==> config.mk <==
export PLATFORM = sky130hd
export DESIGN_NAME = fence_sequencer_flat
export DESIGN_NICKNAME = d
export VERILOG_FILES = /design/src/rtl/fence_sequencer_pkg.sv /design/src/rtl/fence_sequencer_if.sv /design/src/rtl/fence_watchdog.sv /design/src/rtl/fence_sequencer.sv /design/src/flat_wrapper.sv
export SDC_FILE = /design/constraint.sdc
export NUM_CORES = 1
export LEC_CHECK = 0
export ABC_AREA = 1
export CAP_MARGIN = 20
export CELL_PAD_IN_SITES_DETAIL_PLACEMENT = 1
export CELL_PAD_IN_SITES_GLOBAL_PLACEMENT = 1
export CORE_MARGIN = 3
export CORE_UTILIZATION = 42
export DETAILED_ROUTE_END_ITERATION = 10
export PLACE_DENSITY_LB_ADDON = 0.08
export SLEW_MARGIN = 15
export SYNTH_ARGS = -nofsm -noshare
export SYNTH_HDL_FRONTEND = slang
export SYNTH_HIERARCHICAL = 1
export SYNTH_SLANG_ARGS = --single-unit
==> constraint.sdc <==
create_clock -name clk -period 4.6 [get_ports clk]
set_input_delay 0.46 -clock clk [delete_from_list [all_inputs] [get_ports clk]]
set_output_delay 0.46 -clock clk [all_outputs]
set_load 0.01 [all_outputs]
==> src/rtl/fence_sequencer_pkg.sv <==
// Shared types and helpers for the memory-stage fence sequencer.
// Latency: n/a (types and pure functions only).
// Backpressure: n/a.
package fence_sequencer_pkg;

   localparam int unsigned FENCE_TIMEOUT_DEFAULT = 1023;

   typedef enum logic [2:0] {
      IDLE,
      DRAIN,
      DFLUSH,
      IINV,
      TLB,
      DONE,
      ABORT
   } fence_state_t;

   typedef enum logic [1:0] {
      FENCE,
      FENCEI,
      SFENCEVMA
   } fence_kind_t;

   // FENCE.I outranks SFENCE.VMA, which outranks FENCE. FENCE is the
   // fall-through, so only the two higher-ranked opcodes are inspected.
   function automatic fence_kind_t decode_kind(input logic fencei, input logic sfencevma);
      fence_kind_t kind;
      if (fencei)
         kind = FENCEI;
      else if (sfencevma)
         kind = SFENCEVMA;
      else
         kind = FENCE;
      return kind;
   endfunction

   // Counter width able to hold the value 'limit' itself (the saturation point).
   function automatic int unsigned wd_width(input int unsigned limit);
      return (limit < 2) ? 1 : $clog2(limit + 1);
   endfunction

endpackage

==> src/rtl/fence_sequencer_if.sv <==
// Pipeline <-> fence sequencer signal bundle (M-stage fence control).
// Latency: n/a (wires only).
// Backpressure: n/a; stall is carried as FenceStallM toward the hazard unit.
// master: pipeline/hazard/cache side (drives opcodes, trap, stalls, LSU/D$ status).
// slave : fence sequencer (drives cache/TLB requests, stall cause, done, timeout).
interface fence_sequencer_if;
   logic FenceM;
   logic FenceIM;
   logic SFenceVmaM;
   logic TrapM;
   logic StallW;
   logic LSUBusyM;
   logic DCacheFlushDoneM;
   logic FlushDCacheM;
   logic InvalidateICacheM;
   logic FlushTLBM;
   logic FenceStallM;
   logic FenceDoneM;
   logic FenceTimeoutM;

   modport master (
      output FenceM, FenceIM, SFenceVmaM, TrapM, StallW, LSUBusyM, DCacheFlushDoneM,
      input  FlushDCacheM, InvalidateICacheM, FlushTLBM, FenceStallM, FenceDoneM,
             FenceTimeoutM
   );

   modport slave (
      input  FenceM, FenceIM, SFenceVmaM, TrapM, StallW, LSUBusyM, DCacheFlushDoneM,
      output FlushDCacheM, InvalidateICacheM, FlushTLBM, FenceStallM, FenceDoneM,
             FenceTimeoutM
   );
endinterface

==> src/rtl/fence_watchdog.sv <==
// Saturating per-state cycle counter that flags when a wait has run too long.
// Latency: expire_o is combinational, high in the TIMEOUT-th enabled cycle since clear.
// Backpressure: none; counts whenever en_i is high, holds otherwise.
// Ports: clk/reset, clr_i (zero on next edge), en_i (count), expire_o.
module fence_watchdog
   import fence_sequencer_pkg::*;
#(
   parameter int unsigned TIMEOUT = FENCE_TIMEOUT_DEFAULT
) (
   input  logic clk,
   input  logic reset,
   input  logic clr_i,
   input  logic en_i,
   output logic expire_o
);

   localparam int unsigned W = wd_width(TIMEOUT);
   typedef logic [W-1:0] cnt_t;

   localparam cnt_t LIMIT = cnt_t'(TIMEOUT);
   localparam cnt_t LAST  = cnt_t'(TIMEOUT - 1);

   cnt_t cnt_q, cnt_d;

   always_comb begin
      cnt_d = cnt_q;
      if (clr_i)
         cnt_d = '0;
      else if (en_i && (cnt_q != LIMIT))
         cnt_d = cnt_q + cnt_t'(1);
   end

   always_ff @(posedge clk) begin
      if (reset)
         cnt_q <= '0;
      else
         cnt_q <= cnt_d;
   end

   // The counter holds the number of cycles already spent in the state, so
   // the current cycle is the TIMEOUT-th one once it shows TIMEOUT-1.
   assign expire_o = en_i && (cnt_q >= LAST);

endmodule

==> src/rtl/fence_sequencer.sv <==
// Sequences FENCE / FENCE.I / SFENCE.VMA: drain LSU, flush D$, invalidate I$ / flush TLB.
// Latency: stall from the detect cycle through the last side-effect state; one-cycle done after.
// Backpressure: holds M via FenceStallM; DONE waits out StallW with FenceDoneM held high.
// Ports: clk, reset (sync, active high), bus_if (slave side of fence_sequencer_if).
module fence_sequencer
   import fence_sequencer_pkg::*;
#(
   parameter bit          DCACHE_SUPPORTED  = 1'b1,
   parameter bit          ICACHE_SUPPORTED  = 1'b1,
   parameter bit          VIRTMEM_SUPPORTED = 1'b1,
   parameter int unsigned TIMEOUT           = FENCE_TIMEOUT_DEFAULT
) (
   input  logic               clk,
   input  logic               reset,
   fence_sequencer_if.slave   bus_if
);

   fence_state_t state_q, state_d;
   fence_kind_t  kind_q, kind_d;
   logic         timeout_q, timeout_d;

   logic req;
   logic wd_clr, wd_en, wd_expire;
   logic drain_exit, flush_exit;
   fence_state_t post_drain, post_dflush;

   logic flush_dcache, inval_icache, flush_tlb, fence_stall, fence_done;

   // A trapping fence never starts; reset also masks it so outputs stay low.
   assign req = (bus_if.FenceM | bus_if.FenceIM | bus_if.SFenceVmaM) & ~bus_if.TrapM & ~reset;

   assign drain_exit = ~bus_if.LSUBusyM | wd_expire;
   assign flush_exit = bus_if.DCacheFlushDoneM | wd_expire;

   // Every state change restarts the watchdog so each wait is timed on its own.
   assign wd_clr = (state_d != state_q);
   assign wd_en  = (state_q == DRAIN) || (state_q == DFLUSH) || (state_q == ABORT);

   fence_watchdog #(
      .TIMEOUT (TIMEOUT)
   ) u_watchdog (
      .clk      (clk),
      .reset    (reset),
      .clr_i    (wd_clr),
      .en_i     (wd_en),
      .expire_o (wd_expire)
   );

   // State register.
   always_ff @(posedge clk) begin
      if (reset) begin
         state_q   <= IDLE;
         kind_q    <= FENCE;
         timeout_q <= 1'b0;
      end else begin
         state_q   <= state_d;
         kind_q    <= kind_d;
         timeout_q <= timeout_d;
      end
   end

   // Next-state logic.
   always_comb begin
      post_drain = DONE;
      if (kind_q == FENCEI) begin
         if (DCACHE_SUPPORTED)
            post_drain = DFLUSH;
         else if (ICACHE_SUPPORTED)
            post_drain = IINV;
      end else if ((kind_q == SFENCEVMA) && VIRTMEM_SUPPORTED) begin
         post_drain = TLB;
      end

      post_dflush = ICACHE_SUPPORTED ? IINV : DONE;

      state_d   = state_q;
      kind_d    = kind_q;
      timeout_d = timeout_q;

      case (state_q)
         IDLE: begin
            if (req) begin
               state_d = DRAIN;
               kind_d  = decode_kind(bus_if.FenceIM, bus_if.SFenceVmaM);
            end
         end
         DRAIN: begin
            if (bus_if.TrapM) begin
               state_d = IDLE;
            end else if (drain_exit) begin
               state_d = post_drain;
               // Only flag the watchdog when it, not the LSU, ended the wait.
               if (bus_if.LSUBusyM)
                  timeout_d = 1'b1;
            end
         end
         DFLUSH: begin
            if (bus_if.TrapM) begin
               // A flush finishing in the trap cycle leaves nothing to wait
               // for; otherwise the D$ FSM must be allowed to complete.
               state_d = bus_if.DCacheFlushDoneM ? IDLE : ABORT;
            end else if (flush_exit) begin
               state_d = post_dflush;
               if (!bus_if.DCacheFlushDoneM)
                  timeout_d = 1'b1;
            end
         end
         IINV, TLB: begin
            state_d = bus_if.TrapM ? IDLE : DONE;
         end
         DONE: begin
            if (bus_if.TrapM || !bus_if.StallW)
               state_d = IDLE;
         end
         ABORT: begin
            if (flush_exit)
               state_d = IDLE;
         end
         default: begin
            state_d = IDLE;
         end
      endcase
   end

   // Output logic.
   always_comb begin
      flush_dcache = 1'b0;
      inval_icache = 1'b0;
      flush_tlb    = 1'b0;
      fence_stall  = 1'b0;
      fence_done   = 1'b0;

      case (state_q)
         IDLE: begin
            // Hold the fence in M from the very cycle it is seen.
            fence_stall = req;
         end
         DRAIN: begin
            fence_stall = 1'b1;
         end
         DFLUSH: begin
            fence_stall  = 1'b1;
            flush_dcache = 1'b1;
         end
         IINV: begin
            fence_stall  = 1'b1;
            inval_icache = 1'b1;
         end
         TLB: begin
            fence_stall = 1'b1;
            flush_tlb   = 1'b1;
         end
         DONE: begin
            fence_done = ~bus_if.TrapM;
         end
         ABORT: begin
            flush_dcache = 1'b1;
         end
         default: begin
            fence_stall = 1'b0;
         end
      endcase
   end

   assign bus_if.FlushDCacheM      = flush_dcache;
   assign bus_if.InvalidateICacheM = inval_icache;
   assign bus_if.FlushTLBM         = flush_tlb;
   assign bus_if.FenceStallM       = fence_stall;
   assign bus_if.FenceDoneM        = fence_done;
   assign bus_if.FenceTimeoutM     = timeout_q;

endmodule

==> src/flat_wrapper.sv <==
// flat-port wrapper written by rule: the top's interface ports become plain ports
module fence_sequencer_flat import fence_sequencer_pkg::*;
#(
   parameter bit          DCACHE_SUPPORTED  = 1'b1,
   parameter bit          ICACHE_SUPPORTED  = 1'b1,
   parameter bit          VIRTMEM_SUPPORTED = 1'b1,
   parameter int unsigned TIMEOUT           = FENCE_TIMEOUT_DEFAULT
)
  (clk, reset, bus_if_FenceM, bus_if_FenceIM, bus_if_SFenceVmaM, bus_if_TrapM, bus_if_StallW, bus_if_LSUBusyM, bus_if_DCacheFlushDoneM, bus_if_FlushDCacheM, bus_if_InvalidateICacheM, bus_if_FlushTLBM, bus_if_FenceStallM, bus_if_FenceDoneM, bus_if_FenceTimeoutM);
  fence_sequencer_if bus_if_i ();
  input  logic clk;
  input  logic reset;
  input wire logic [$bits(bus_if_i.FenceM)-1:0] bus_if_FenceM;
  input wire logic [$bits(bus_if_i.FenceIM)-1:0] bus_if_FenceIM;
  input wire logic [$bits(bus_if_i.SFenceVmaM)-1:0] bus_if_SFenceVmaM;
  input wire logic [$bits(bus_if_i.TrapM)-1:0] bus_if_TrapM;
  input wire logic [$bits(bus_if_i.StallW)-1:0] bus_if_StallW;
  input wire logic [$bits(bus_if_i.LSUBusyM)-1:0] bus_if_LSUBusyM;
  input wire logic [$bits(bus_if_i.DCacheFlushDoneM)-1:0] bus_if_DCacheFlushDoneM;
  output wire logic [$bits(bus_if_i.FlushDCacheM)-1:0] bus_if_FlushDCacheM;
  output wire logic [$bits(bus_if_i.InvalidateICacheM)-1:0] bus_if_InvalidateICacheM;
  output wire logic [$bits(bus_if_i.FlushTLBM)-1:0] bus_if_FlushTLBM;
  output wire logic [$bits(bus_if_i.FenceStallM)-1:0] bus_if_FenceStallM;
  output wire logic [$bits(bus_if_i.FenceDoneM)-1:0] bus_if_FenceDoneM;
  output wire logic [$bits(bus_if_i.FenceTimeoutM)-1:0] bus_if_FenceTimeoutM;
  assign bus_if_i.FenceM = bus_if_FenceM;
  assign bus_if_i.FenceIM = bus_if_FenceIM;
  assign bus_if_i.SFenceVmaM = bus_if_SFenceVmaM;
  assign bus_if_i.TrapM = bus_if_TrapM;
  assign bus_if_i.StallW = bus_if_StallW;
  assign bus_if_i.LSUBusyM = bus_if_LSUBusyM;
  assign bus_if_i.DCacheFlushDoneM = bus_if_DCacheFlushDoneM;
  assign bus_if_FlushDCacheM = bus_if_i.FlushDCacheM;
  assign bus_if_InvalidateICacheM = bus_if_i.InvalidateICacheM;
  assign bus_if_FlushTLBM = bus_if_i.FlushTLBM;
  assign bus_if_FenceStallM = bus_if_i.FenceStallM;
  assign bus_if_FenceDoneM = bus_if_i.FenceDoneM;
  assign bus_if_FenceTimeoutM = bus_if_i.FenceTimeoutM;
  fence_sequencer #(.DCACHE_SUPPORTED(DCACHE_SUPPORTED), .ICACHE_SUPPORTED(ICACHE_SUPPORTED), .VIRTMEM_SUPPORTED(VIRTMEM_SUPPORTED), .TIMEOUT(TIMEOUT)) u_core (.clk(clk), .reset(reset), .bus_if(bus_if_i));
endmodule
==> run metrics <==
status completed; Clk pin slew, worst setup/hold paths 100 ps; post-route minimum period 3120 ps; Tot Pwr 299 uW; Initial Util 44.6%; Hold Startpoint u_core/bus_if.FenceTimeoutM$_SDFFE_PP0P_; Initial DRT Pass Iterations 4; Ys Warns 6; CTS Buf Count 3; largest net degree at the start of global routing 12; cell area power density 211 nW/um^2; setup tns final 0 ps; post-CTS sizing 0; cell family with most CP delay simple AND/OR/NAND/NOR gates; Clock Sinks 16; Layout Nets 214; clk_lat worst skew 290 ps; final wirelength 3060 um; RSZ-0062 raised after global routing false; GRT Util Overall 20.0%; ratio of cells with drive above 1 in the final layout 17.4%; Max Cap Viol 0; # fillers 370; worst-path fanout max 11; Worst Setup SP u_core/state_q[0]$_SDFF_PP0_; CTS tree done; Boundary Pins 15; # setup viols final 0; syn_nets 199; first-pass GRT wire length 5440 um; Crit. End Element flip-flop; Critical Path RT 4830 ps; Seq/Total Area, Yosys 25.8%; H-tree depth 1; Worst Tran Pin Value 496 ps; Max VDD drop 0.160 mV; Reg area 320 um^2; core area 2780 um^2; ant diodes 0; DR WL/cell 13.2 um; Max Transition Viols Final 0; Critical-path top delay cell dfxtp_1; Die ar. 3640 um^2; CP arrival 3350 ps; Detail Route Antenna Nets 0; Yosys reg bits 16; Crit Path Category reg2reg; CP max stage delay 620 ps; cell area after synthesis 1240 um^2; most used cell, CP nor2_1; initial antenna violation count 0; most common cell after layout, fill and taps aside nand2_1; PortBufs 14; synth unique cells 28; number of global-route vias before repair 1209; Multi-input gate area 778 um^2; Avg Synthesized Cell Area 6.64 um^2; Overflow after GRT 0; Root Driver clkbuf_4; Post-DP HPWL 2540 um; Layout area overhead 14.2%; setup repair bufs after CTS 0; most frequent cells in the layout nand2_1 (44), nor2_1 (27), inv_1 (17); worst r2r src u_core/state_q[0]$_SDFF_PP0_; Die Wd 60.4 um; Final Skew 6.50 ps; crit start category flip-flop; highest clock rate 320 MHz; Die Span Y 60.4 um; vias per inst 5.24; final period utilization 67.8%; Synth area leader dfxtp_1; Leakage 0.000587 uW; worst rel slew slack 66.9%; crit path cell chain nand2_4 -> nor2_4 -> inv_2 -> nand2_1 -> o21ai_0 -> nor4b_1 -> inv_1 -> nand2_1 -> nor2_1 -> nor2_2 -> nand2_2 -> nor2_2 -> nor2_1 -> nor2_1 -> nand3_1 -> nor2_8 -> inv_1 -> a21oi_1; WP buf/inv 3; WHS 454 ps; final hold vios 0; routed vias 1216; top-area cell type share of the netlist area 25.8%; Tightest Hold Check Type reg2reg; Hold Buf Count CTS 0; Post-route DRC 0; routability cong. 0.851; row count 19; CTS max path bufs 2; Initial DRC Count 29; Post-Syn Instances 187; synth top area cells dfxtp_1 (26%), nand2_1 (13%), nor2_1 (8.2%), inv_1 (5.1%), nand4_1 (5.0%)
==> cells in the mapped netlist <==
cell type / instances
xnor2_1: 1
o21ai_0: 3
a22oi_1: 1
buf_2: 1
inv_4: 2
inv_2: 5
ha_1: 3
xor2_1: 2
o21ai_1: 4
dfxtp_1: 16
nand2_1: 44
nand2_4: 2
nor4b_1: 1
nor3_1: 5
o2111ai_1: 1
nand3_4: 1
nand4_1: 10
nor2_1: 27
a21oi_1: 6
buf_6: 3
nor2_4: 5
nand3_2: 3
nor2_8: 1
nor2_2: 6
inv_1: 17
nand3_1: 11
nand2_2: 5
inv_6: 1
==> layout make-up <==
| class | instances | share of cell area, % |
|---|---|---|
| Multi-Input combinational cell | 142 | 54.9 |
| Timing Repair Buffer | 14 | 9.89 |
| Inverter | 25 | 7.33 |
| Sequential cell | 16 | 22.6 |
| Tap cell | 31 | 2.74 |
| Clock buffer | 4 | 2.56 |
==> worst register-to-register path: cells and delay by family, from the launching register on <==
kind	cells	cell delay (ps)
buffers and inverters	3	300
AND/OR/NAND/NOR	13	1850
AO/OA/AOI/OAI	2	300
flip-flops	1	620
==> power by group <==
part | switching, uW | leakage [uW] | total [uW] | internal, uW
clock | 47.3 | 0.0000210 | 95.6 | 48.3
sequential | 4.96 | 0.000129 | 147 | 142
combinational | 33.5 | 0.000436 | 56.7 | 23.2
total | 85.8 | 0.000587 | 299 | 213
==> worst paths after layout <==
path / endpoint / cells past startpoint / slack, ps
max: u_core/u_watchdog/cnt_q[3]$_SDFFE_PP0P_ / 18 / 1480
min: u_core/bus_if.FenceTimeoutM$_SDFFE_PP0P_ / 2 / 450
max reg2reg: u_core/u_watchdog/cnt_q[3]$_SDFFE_PP0P_ / 18 / 1480
min reg2reg: u_core/bus_if.FenceTimeoutM$_SDFFE_PP0P_ / 2 / 450
==> cells by family after synthesis <==
group / synth area share [%]
AND/OR/NAND/NOR: 51.0
flip-flops: 25.8
XOR/XNOR: 2.12
adder cells (fa/ha/maj): 3.02
AO/OA/AOI/OAI: 6.55
buffers and inverters: 11.5
==> metal layers <==
metal  share of wire (%)  global-route usage (%)  wire [um]  vias up
li1                    -                       -          -      635
met4                 1.6                    7.59         50        0
met1                  44                    24.7       1350      560
met5                   0                       0          0        -
met3                 2.1                    2.55         63        5
met2                  52                    35.2       1600       16
==> registers in the layout (all words and copies together) (netlist names) <==
name / count
u_core/bus_if.FenceTimeoutM: 1
u_core/kind_q: 2
u_core/state_q: 3
u_core/u_watchdog/cnt_q: 10
==> per-stage QoR <==
step | setup WS [ps] | util [%] | instance area (um^2) | cells
finish | 1480 | 51.0 | 1420 | 232
detailed placement | 1480 | 49.7 | 1380 | 228
CTS | 1450 | 51.0 | 1420 | 232
floorplan | 2060 | - | 1240 | 187
global placement | 1590 | 49.7 | 1380 | 228
global route | 1040 | 51.0 | 1420 | 232
No activity file was read; power rests on OpenSTA's default activity.
